File: src/rtl/dvp_capture.sv
// DVP byte-to-pixel capture: packs byte pairs into 16-bit pixels, flags line/frame
// boundaries and checks geometry. Optional macro DVP_TEST_PATTERN_EN adds a tp_en port.
module dvp_capture #(
  parameter int IMG_W = 640,
  parameter int IMG_H = 480,
  parameter int CW    = 10
) (
  input  logic          clk,
  input  logic          rst,
  input  logic          frame_start,
  input  logic          href,
  input  logic [7:0]    din,
`ifdef DVP_TEST_PATTERN_EN
  input  logic          tp_en,
`endif
  output logic [15:0]   pix_data,
  output logic          pix_valid,
  output logic          sol,
  output logic          eof,
  output logic [CW-1:0] line_cnt,
  output logic          busy,
  output logic          frame_err
);

  localparam int DATA_W = 8;
  localparam logic [CW-1:0] PIX_FULL = CW'(IMG_W);
  localparam logic [CW-1:0] PIX_LAST = CW'(IMG_W - 1);
  localparam logic [CW-1:0] LINE_LAST = CW'(IMG_H - 1);

  typedef enum logic {S_IDLE, S_CAPTURE} state_t;

  state_t state_q, state_d;

  logic              phase_q;
  logic              href_d_q;
  logic              any_byte_q;
  logic              ovf_q;
  logic [CW-1:0]     pix_cnt_q;
  logic [CW-1:0]     line_cnt_q;
  logic [DATA_W-1:0] hi_p0;

  logic [15:0]       pix_data_p1;
  logic              vld_p1;
  logic              sol_p1;
  logic              eof_p1;
  logic              err_p1;

  logic capturing, take_byte, pix_done, last_pix, line_end, in_range, emit, abort;
  logic line_bad;
  logic [15:0] pix_word;

  // Pixel counter stops at IMG_W so overlong lines cannot wrap back into range.
  function automatic logic [CW-1:0] sat_inc(input logic [CW-1:0] v);
    return (v == PIX_FULL) ? v : v + 1'b1;
  endfunction

  function automatic logic [15:0] pack_pix(input logic [DATA_W-1:0] hi,
                                           input logic [DATA_W-1:0] lo);
    return {hi, lo};
  endfunction

  assign capturing = (state_q == S_CAPTURE);
  assign take_byte = capturing && href;
  assign pix_done  = take_byte && phase_q;
  assign last_pix  = pix_done && (line_cnt_q == LINE_LAST) && (pix_cnt_q == PIX_LAST);
  assign line_end  = capturing && href_d_q && !href;
  assign in_range  = (pix_cnt_q != PIX_FULL);
  // A new frame start kills an in-flight pixel, except the frame's final one.
  assign emit      = pix_done && in_range && (!frame_start || last_pix);
  assign abort     = frame_start && capturing && any_byte_q && !last_pix;
  assign line_bad  = (pix_cnt_q != PIX_FULL) || phase_q || ovf_q;

`ifdef DVP_TEST_PATTERN_EN
  assign pix_word = tp_en ? {line_cnt_q[7:0], pix_cnt_q[7:0]} : pack_pix(hi_p0, din);
`else
  assign pix_word = pack_pix(hi_p0, din);
`endif

  always_comb begin
    state_d = state_q;
    case (state_q)
      S_IDLE:    if (frame_start) state_d = S_CAPTURE;
      S_CAPTURE: begin
        if (frame_start)   state_d = S_CAPTURE;
        else if (last_pix) state_d = S_IDLE;
      end
      default:   state_d = S_IDLE;
    endcase
  end

  // Stage p0: high-byte holding register
  always_ff @(posedge clk) begin
    if (take_byte && !phase_q) hi_p0 <= din;
  end

  // Stage p1: registered pixel, flags and counters
  always_ff @(posedge clk or posedge rst) begin
    if (rst) begin
      state_q     <= S_IDLE;
      phase_q     <= 1'b0;
      href_d_q    <= 1'b0;
      any_byte_q  <= 1'b0;
      ovf_q       <= 1'b0;
      pix_cnt_q   <= '0;
      line_cnt_q  <= '0;
      pix_data_p1 <= '0;
      vld_p1      <= 1'b0;
      sol_p1      <= 1'b0;
      eof_p1      <= 1'b0;
      err_p1      <= 1'b0;
    end else begin
      state_q  <= state_d;
      href_d_q <= frame_start ? 1'b0 : href;
      vld_p1   <= emit;
      sol_p1   <= emit && (pix_cnt_q == '0);
      eof_p1   <= emit && last_pix;
      err_p1   <= abort || (line_end && !frame_start && line_bad);
      if (emit) pix_data_p1 <= pix_word;

      if (frame_start) begin
        pix_cnt_q  <= '0;
        line_cnt_q <= '0;
        phase_q    <= 1'b0;
        any_byte_q <= 1'b0;
        ovf_q      <= 1'b0;
      end else if (line_end) begin
        line_cnt_q <= line_cnt_q + 1'b1;
        pix_cnt_q  <= '0;
        phase_q    <= 1'b0;
        ovf_q      <= 1'b0;
      end else if (take_byte) begin
        any_byte_q <= 1'b1;
        phase_q    <= ~phase_q;
        if (phase_q) begin
          pix_cnt_q <= sat_inc(pix_cnt_q);
          if (!in_range) ovf_q <= 1'b1;
        end
      end
    end
  end

  assign pix_data  = pix_data_p1;
  assign pix_valid = vld_p1;
  assign sol       = sol_p1;
  assign eof       = eof_p1;
  assign frame_err = err_p1;
  assign line_cnt  = line_cnt_q;
  assign busy      = (state_q == S_CAPTURE);

endmodule

File: config.mk
export PLATFORM = sky130hd
export DESIGN_NAME = dvp_capture
export DESIGN_NICKNAME = d
export VERILOG_FILES = /design/src/rtl/dvp_capture.sv
export SDC_FILE = /design/constraint.sdc
export NUM_CORES = 1
export LEC_CHECK = 0
export CELL_PAD_IN_SITES_DETAIL_PLACEMENT = 1
export CELL_PAD_IN_SITES_GLOBAL_PLACEMENT = 1
export CORE_UTILIZATION = 45
export CTS_CLUSTER_SIZE = 24
export DETAILED_ROUTE_END_ITERATION = 10
export HOLD_SLACK_MARGIN = 0.1
export PLACE_DENSITY = 0.92
export SYNTH_ARGS = -nofsm -noshare
export SYNTH_HDL_FRONTEND = slang
export SYNTH_SLANG_ARGS = --single-unit
File: constraint.sdc
create_clock -name clk -period 4.3 [get_ports clk]
set_clock_uncertainty 0.2 [all_clocks]
set_input_delay 1.29 -clock clk [delete_from_list [all_inputs] [get_ports clk]]
set_output_delay 1.29 -clock clk [all_outputs]
set_load 0.01 [all_outputs]
==> results of run 1 <==
-- cell usage in the layout (no fill, tap or decap), types with 2 or more instances in the layout --
master / count
buf_4: 2
xnor2_1: 7
nand3_1: 8
nor4_1: 5
or3_1: 4
mux2_4: 8
ha_1: 3
nor3_1: 3
clkdlybuf4s50_1: 42
edfxtp_1: 8
xor2_1: 5
nand2_1: 14
mux2_2: 9
a21o_2: 2
nand4_1: 2
clkbuf_8: 5
o21ai_0: 5
a21oi_1: 8
and4bb_2: 2
inv_1: 8
and2_2: 2
nor2_1: 16
nor2b_1: 2
dfrtp_1: 45
-- metrics by stage --
| step | instances | util | area [µm²] | worst slack (ns) | hold WS [ns] |
|---|---|---|---|---|---|
| after floorplan | 191 | - | 2390 | 1.59 | 0.255 |
| after global routing | 307 | 0.581 | 2970 | 0.859 | 0.308 |
| after global placement | 299 | 0.560 | 2860 | 0.828 | 0.257 |
| after detailed placement | 299 | 0.560 | 2860 | 0.667 | 0.276 |
| after CTS | 307 | 0.581 | 2970 | 0.961 | 0.297 |
| final | 307 | 0.581 | 2970 | 0.962 | 0.289 |
-- routing by layer --
metal,track usage,vias to the layer above
met2,0.419,41
li1,-,755
met3,0.0388,13
met5,0,-
met4,0.0964,0
met1,0.257,859
-- area by class of cell --
cell class	count	area, µm²
clock buffer	6	72.6
clock inverter	2	35.0
fill	536	2140
inverter	9	33.8
multi-input combinational	123	935
sequential	53	1370
tap	70	87.6
timing repair buffer	44	435
-- synthesized netlist by cell type, types with 2 or more instances --
library cell	count
mux2_4	8
o21ai_0	5
nor3_1	3
and4bb_2	2
xnor2_1	7
and2_2	2
nand3_1	8
edfxtp_1	8
nand2_1	14
nor2b_1	2
a21oi_1	8
or3_1	4
mux2_2	9
dfrtp_1	45
nor2_1	16
a21o_2	2
nand4_1	2
xor2_1	5
inv_1	9
ha_1	3
clkbuf_1	3
nor4_1	5
-- worst paths after layout --
| path | endpoint | cells after the start |
|---|---|---|
| setup / recovery | pix_data[15] | 5 |
| hold / removal | pix_data[13] | 1 |
| setup reg to reg | pix_data[10] | 6 |
| hold reg to reg | pix_data[13] | 1 |
| max in group asynchronous | pix_cnt_q[3] | 3 |
| min in group asynchronous | pix_data[6] | 2 |
-- state kept, by name (all words and copies together) (netlist names) --
name        count
any_byte_q      1
busy            1
eof             1
frame_err       1
hi_p0           8
href_d_q        1
line_cnt       10
ovf_q           1
phase_q         1
pix_cnt_q      10
pix_data       16
pix_valid       1
sol             1
-- cell families (layout without fill, tap and decap cells) --
kind of cell    after synthesis  after routing  share of synthesized area
fa+ha+maj                     3              3                     0.0157
compound gates               22             22                     0.0701
mux                          17             17                     0.0926
xor+xnor                     12             12                     0.0440
simple gates                 69             69                      0.168
flops                        53             53                      0.571
buf+inv                      15             61                     0.0377
-- power groups by stage --
stage | combinational (W) | clock [W] | sequential, W
after floorplan | 0.0000936 | 0 | 0.000634
after global routing | 0.000274 | 0.000360 | 0.000617
final | 0.000258 | 0.000335 | 0.000610
after CTS | 0.000263 | 0.000342 | 0.000611
after detailed placement | 0.000261 | 0 | 0.000619
after global placement | 0.000247 | 0 | 0.000612
-- worst max-delay path: cells and delay by family --
family / cells / cell delay (ns)
buffers and inverters: 1 / 0.59
AND/OR/NAND/NOR: 2 / 0.79
multiplexers: 1 / 0.37
AO/OA/AOI/OAI: 1 / 0.28
==> results by group, run 1 <==
Clocking
  – CTS tree: built
  – Clock tree root buffer cell: clkbuf_8
  – Worst-case clock buffer depth: 2
  – # hold bufs at CTS: 0
  – CTS buffer count: 5
  – Clock latency at the later pin of the worst-skew pair: 0.30 ns
  – Count of cells resized by post-cts repair: 0
  – Clock transition at path regs: 0.10 ns
  – H-tree depth: 2
  – Clock Sinks: 53
  – Setup Fix Bufs, Post-CTS: 0

Run
  – Maxcap violations: 0

Layout
  – Layout cells sized above 1: 0.186
  – Nets: approximately 250
  – Area grow syn2layout: 24.0%
  – N_diodes: 0

Pwr
  – Sequential Power Share: 0.507
  – Internal power: ~0.0009 W
  – Leak: 1.24 nW
  – Net Sw Frac: 0.251
  – Clock share of power: 0.278
  – Total power: about 0.0012 W
  – Combinational power share: 0.215
  – P_sw: 0.000302 W
  – Pwr Density: 406 mW/mm²
  – Worst VDD drop: 0.000255 V

Synth
  – Ys flop type: dfrtp_1
  – Cells after Synth: 191
  – Yosys top cell area share: 0.471
  – Top post-synthesis cells by area: dfrtp_1, edfxtp_1, mux2_4
  – Post-synthesis sequential area ratio: 0.571
  – Synth warnings: 0
  – Synth Area per Inst: between 10 and 15 µm²
  – Post-synth top area cell: dfrtp_1
  – Async SR Flop Fraction: 0.849
  – Syn Std Cell Area: 0.00239 mm²
  – Syn nets: 206
  – EDFF count, synth: 8
  – Distinct cell type count after synthesis: 43
  – Synthesized flop and latch total: between 50 and 60

Setup path
  – Crit-path max cell delay: 0.59 ns
  – Crit path max fanout: 18
  – Critical path cell sequence: clkdlybuf4s50_1, nand3_2, nor4b_2, a21oi_4, mux2_4
  – Reg2Reg Setup Slack: between 1.5 and 2 ns
  – Worst Setup SP: href
  – WP data required: between 4 and 5 ns
  – Crit path launch type: primary input
  – FF-to-FF Start: pix_cnt_q[0]
  – Slowest-stage cell, CP: clkdlybuf4s50_1
  – Critical path arrival: ~3.3 ns
  – Setup crit end kind: flip-flop
  – WS Path Type: in2reg

STA
  – Final min period: 3.34 ns
  – Relative slew slack: 0.407
  – RSZ-0062 raised after global routing: no
  – Final hold viol count: 0
  – TNS Setup: 0 ns
  – Endpoints failing setup: 0
  – Max Freq: 300 MHz
  – Worst-Margin Slew: 0.884 ns
  – Fin. max-slew vios: 0
  – Tcrit/Tclk final: 0.776

GRT
  – Initial antenna violation count: 0
  – GRT Resource Usage Total: 0.227
  – Vias in the first global route: 1,757
  – Pin count of the biggest net entering global routing: 24
  – Global-route wire length before repair: 9010 µm
  – Gr ovfl total: 0

Routing
  – WL met1: 2290 µm
  – DRC: 0
  – Post-route antenna net violation count: 0
  – DRT iter0 DRCs: 95
  – Drt pass-1 iters: 4
  – Final WL: 5770 µm
  – Highest routed layer: met4
  – WL met2: 3170 µm
  – Via count: 1,668
  – Met3 routed WL: 173 µm
  – Vias per cell: 5.43
  – Wirelength per Cell: 18.8 µm

Floorplanning
  – CORE AREA: 0.00511 mm²
  – Chip height: between 70 and 80 µm
  – Die area: 0.00561 mm²
  – Die X: 74.9 µm
  – Placement Rows: 26
  – Ports: 43
  – Starting Density: 0.468

Placed design
  – Port Buf Inserts: 42
  – Hpwl dp: around 4200 µm
  – GPL Wtd Cong: 0.832

Worst hold path
  – Hold WC Path Type: reg2reg
  – Hold Crit Start: hi_p0[5]

Outcome
  – Status: finished clean
Power figures use the tool's default switching activity.
==> run 2, diff against run 1 <==
- CORE_UTILIZATION: 45 -> 42
- PLACE_DENSITY: 0.92 -> 0.88
- clock period: 4.3 -> 3.4 ns (I/O delays scaled with it)
==> results by group, run 2 (synthesized netlist as in run 1, its figures left out) <==
Layout
  – N_diodes: 0
  – Multi-input logic area: 935 µm²
  – Number of flip-flops in the largest register: 16
  – Register area: 0.00137 mm²
  – Most frequent cells in the layout: dfrtp_1, clkdlybuf4s50_1, nor2_1
  – Nets: 255
  – Layout cells sized above 1: 0.195
  – Area grow syn2layout: 25.0%
  – Number of fillers in the final layout: 576
  – Leading cell type in the layout, fill and taps excluded: dfrtp_1

Clocking
  – Clock transition at path regs: 0.09 ns
  – CTS buffer count: 5
  – H-tree depth: 2
  – Clock Sinks: 53
  – Worst-case clock buffer depth: 2
  – Setup Fix Bufs, Post-CTS: 0
  – CTS tree: built
  – Count of cells resized by post-cts repair: 0
  – # hold bufs at CTS: 0
  – Clock tree root buffer cell: clkbuf_8
  – Clock latency at the later pin of the worst-skew pair: 0.31 ns

STA
  – Relative slew slack: 0.531
  – Endpoints failing setup: 0
  – RSZ-0062 raised after global routing: no
  – WHS: ~0.28 ns
  – Worst-Margin Slew: 0.703 ns
  – Tcrit/Tclk final: 0.841
  – Final min period: 2.86 ns
  – Max Freq: 350 MHz
  – Final hold viol count: 0
  – TNS Setup: 0 ns
  – Fin. max-slew vios: 0

Floorplanning
  – Die area: 0.00600 mm²
  – Placement Rows: 27
  – Die X: 77.5 µm
  – Starting Density: 0.434
  – Chip height: a little under 80 µm
  – CORE AREA: 0.00551 mm²
  – Ports: 43

Setup path
  – Setup crit end kind: flip-flop
  – Crit path max fanout: 18
  – Crit-path max cell delay: 0.57 ns
  – Critical path arrival: 2.86 ns
  – Reg2Reg Setup Slack: a little under 0.9 ns
  – WP data required: around 3.4 ns
  – Critical path cell sequence: clkdlybuf4s50_1, nand3_2, nor4b_2, a21oi_4, mux2_4
  – Slowest-stage cell, CP: clkdlybuf4s50_1
  – Crit path launch type: primary input
  – WS Path Type: in2reg

GRT
  – Global-route wire length before repair: 8610 µm
  – Gr ovfl total: 0
  – GRT Resource Usage Total: 0.186
  – Vias in the first global route: roughly 1.7k
  – Initial antenna violation count: 0
  – Pin count of the biggest net entering global routing: 46

Routing
  – Wirelength per Cell: 16.0 µm
  – Vias per cell: 5.21
  – DRC: 0
  – Drt pass-1 iters: 4
  – DRT iter0 DRCs: 60
  – Final WL: 5000 µm
  – Via count: 1,631
  – Post-route antenna net violation count: 0

Outcome
  – Status: finished clean

Placed design
  – Port Buf Inserts: 42
  – GPL Wtd Cong: 0.790
  – Hpwl dp: 3560 µm

Run
  – Maxcap violations: 0

Pwr
  – Worst VDD drop: approximately 0.00031 V
  – Pwr Density: ~480 mW/mm²
  – Leak: 1.25 nW

Worst hold path
  – Hold WC Path Type: reg2reg
-- run 2: cell types whose count changed in the layout (fill, tap and decap cells not counted), sizes merged --
cell    before  now
buf          2    6
clkbuf       6    7
bufinv       1    0
-- run 2: worst max-delay path, delay by kind of cell --
family	cells	cell delay, ns
mux	1	0.35
simple gates	2	0.63
compound gates	1	0.28
buf+inv	1	0.57
-- run 2: path summary, 6_finish.rpt --
kind,depth (start not counted),start,to
setup reg to reg,6,pix_cnt_q[0],pix_data[10]
hold / removal,1,hi_p0[7],pix_data[15]
min in group asynchronous,3,rst,pix_data[4]
setup / recovery,5,href,pix_data[2]
max in group asynchronous,3,rst,pix_cnt_q[2]
hold reg to reg,1,hi_p0[7],pix_data[15]
-- run 2: power breakdown --
| part | internal (W) | switching [W] | total (W) |
|---|---|---|---|
| Sequential | 0.000721 | 0.0000419 | 0.000763 |
| Clock | 0.000148 | 0.000204 | 0.000352 |
| Combinational | 0.000204 | 0.000123 | 0.000327 |
-- run 2: metrics by stage --
step	total power, W	setup slack (ns)	utilization	instances	area (µm²)
2_1_floorplan	0.000921	0.955	-	191	2390
3_3_place_gp	0.00109	0.316	0.527	305	2900
3_5_place_dp	0.00111	0.213	0.527	305	2900
4_1_cts	0.00146	0.540	0.543	313	2990
5_1_grt	0.00150	0.468	0.543	313	2990
6_report	0.00144	0.540	0.543	313	2990
-- run 2: cell type report --
cell class,count,share of cell area
clock buffer,7,0.0255
clock inverter,1,0.00293
inverter,9,0.0113
multi-input combinational,123,0.313
sequential,53,0.457
tap,72,0.0302
timing repair buffer,48,0.160
-- run 2: routing by layer --
metal | global-route usage | wire length [µm] | vias to the layer above
li1 | - | - | 763
met1 | 0.238 | 2230 | 838
met2 | 0.310 | 2570 | 24
met3 | 0.0365 | 117 | 6
met4 | 0.0736 | 80 | 0
met5 | 0 | 0 | -
==> run 3, diff against run 2 <==
- clock period: 3.4 -> 2.9 ns (I/O delays scaled with it)
==> results by group, run 3 (synthesized netlist as in run 1, its figures left out) <==
Outcome
  – Status: finished clean

Floorplanning
  – Die X: 77.5 µm
  – Starting Density: 0.434
  – Ports: 43
  – Placement Rows: 27
  – CORE AREA: around 0.0055 mm²
  – Chip height: 77.5 µm
  – Die area: 0.00600 mm²

Setup path
  – Setup crit end kind: flip-flop
  – Slowest-stage cell, CP: clkdlybuf4s50_1
  – Crit path launch type: primary input
  – WS Path Type: in2reg
  – WP data required: just under 3 ns
  – Crit path max fanout: 18
  – Buf+Inv Stages, Crit Path: 1
  – Crit-path max cell delay: 0.56 ns
  – Critical path cell sequence: clkdlybuf4s50_1, nand3_2, nor4b_2, a21oi_4, mux2_4
  – Critical path arrival: 2.75 ns
  – Crit-path leading delay family: simple AND/OR/NAND/NOR gates

Routing
  – Post-route antenna net violation count: 0
  – Wirelength per Cell: about 18 µm
  – DRC: 0
  – Via count: between 1.5k and 2k
  – Final WL: 5840 µm
  – Vias per cell: approximately 5.3
  – Drt pass-1 iters: 6
  – DRT iter0 DRCs: just under 70

Layout
  – Util after Layout: 0.551
  – Area grow syn2layout: 26.8%
  – N_diodes: 0
  – Number of flip-flops in the largest register: 16
  – Most frequent cells in the layout: dfrtp_1, clkdlybuf4s50_1, nor2_1
  – Nets: between 200 and 300
  – Leading cell type in the layout, fill and taps excluded: dfrtp_1
  – Layout cells sized above 1: 0.216

STA
  – Tcrit/Tclk final: 0.948
  – Max Freq: ~360 MHz
  – Final min period: roughly 2.7 ns
  – Relative slew slack: 0.507
  – RSZ-0062 raised after global routing: no
  – Worst-Margin Slew: 0.738 ns
  – Endpoints failing setup: 0
  – Fin. max-slew vios: 0
  – WHS: 0.285 ns
  – Final hold viol count: 0

GRT
  – Met2 usage: 0.371
  – GRT Resource Usage Total: 0.212
  – Vias in the first global route: 1,848
  – Initial antenna violation count: 0
  – Global-route wire length before repair: 9610 µm
  – Pin count of the biggest net entering global routing: 46
  – Met1 Track Usage GR: 0.253
  – Top Usage Layer GRT: met2
  – Met3 usage: 0.0388
  – Gr ovfl total: 0

Placed design
  – Port Buf Inserts: 42
  – Hpwl dp: 3890 µm
  – GPL Wtd Cong: 0.771

Pwr
  – Total power: about 0.0018 W
  – Worst VDD drop: about 0.00024 V
  – Pwr Density: 598 mW/mm²
  – Leak: 1.28 nW

Clocking
  – H-tree depth: 2
  – Clock latency at the later pin of the worst-skew pair: 0.31 ns
  – Clock Sinks: 53
  – Worst-case clock buffer depth: 2
  – CTS buffer count: 5
  – Clock tree root buffer cell: clkbuf_8
  – CTS tree: built
  – Count of cells resized by post-cts repair: 0
  – Clock transition at path regs: 0.10 ns
  – # hold bufs at CTS: 0
  – Setup Fix Bufs, Post-CTS: 0

Worst hold path
  – Hold WC Path Type: reg2reg

Run
  – Maxcap violations: 0
==> run 3: cell types whose count changed in the layout (fill, tap and decap cells not counted) <==
cell       delta
clkinv_2      +1
clkbuf_1      -2
bufinv_16     +1
buf_12        -1
buf_4         +5
inv_6         +1
clkinv_4      -1
==> run 3: worst register-to-register path: cells and delay by family (launching register included) <==
family	cells	cell delay, ns
AO/OA/AOI/OAI	2	0.78
flip-flops	1	0.44
multiplexers	1	0.43
AND/OR/NAND/NOR	1	0.32
adder cells (fa/ha/maj)	1	0.17
buffers and inverters	1	0.12
==> run 3: power by group <==
group          switching, W  leakage, nW  internal, W  total, W
clock              0.000266       0.0585     0.000259  0.000526
combinational      0.000148        0.559     0.000240  0.000388
sequential        0.0000533        0.664     0.000846  0.000899
==> run 3: final timing paths <==
| check | endpoint | slack [ns] | cells past startpoint | from |
|---|---|---|---|---|
| hold reg to reg | pix_data[14] | 0.29 | 1 | hi_p0[6] |
| setup / recovery | pix_data[15] | 0.15 | 5 | href |
| min in group asynchronous | busy | 0.81 | 3 | rst |
| max in group asynchronous | ovf_q | 1.30 | 3 | rst |
| setup reg to reg | pix_data[8] | 0.33 | 6 | pix_cnt_q[0] |
| hold / removal | pix_data[14] | 0.29 | 1 | hi_p0[6] |
==> run 3: per-layer routing <==
| layer | routed length (µm) | up-vias |
|---|---|---|
| met5 | 0 | - |
| met4 | 187 | 0 |
| met3 | 118 | 15 |
| met2 | 3060 | 28 |
| met1 | 2480 | 854 |
| li1 | - | 772 |
==> run 3: through the flow <==
| step | setup slack [ns] | instance area (µm²) | setup TNS, ns | cells |
|---|---|---|---|---|
| 2_1_floorplan | 0.605 | 2390 | 0 | 191 |
| 3_5_place_dp | -0.0854 | 2920 | -1.20 | 309 |
| 3_3_place_gp | -0.00647 | 2920 | -0.0417 | 309 |
| 5_1_grt | 0.0932 | 3030 | 0 | 317 |
| 6_report | 0.151 | 3030 | 0 | 317 |
| 4_1_cts | 0.156 | 3030 | 0 | 317 |
==> run 3: cell type report <==
class | instances | area, µm²
Clock buffer | 5 | 68.8
Clock inverter | 3 | 43.8
Fill cell | 576 | 2470
Inverter | 9 | 33.8
Multi-Input combinational cell | 123 | 935
Sequential cell | 53 | 1370
Tap cell | 72 | 90.1
Timing Repair Buffer | 52 | 495
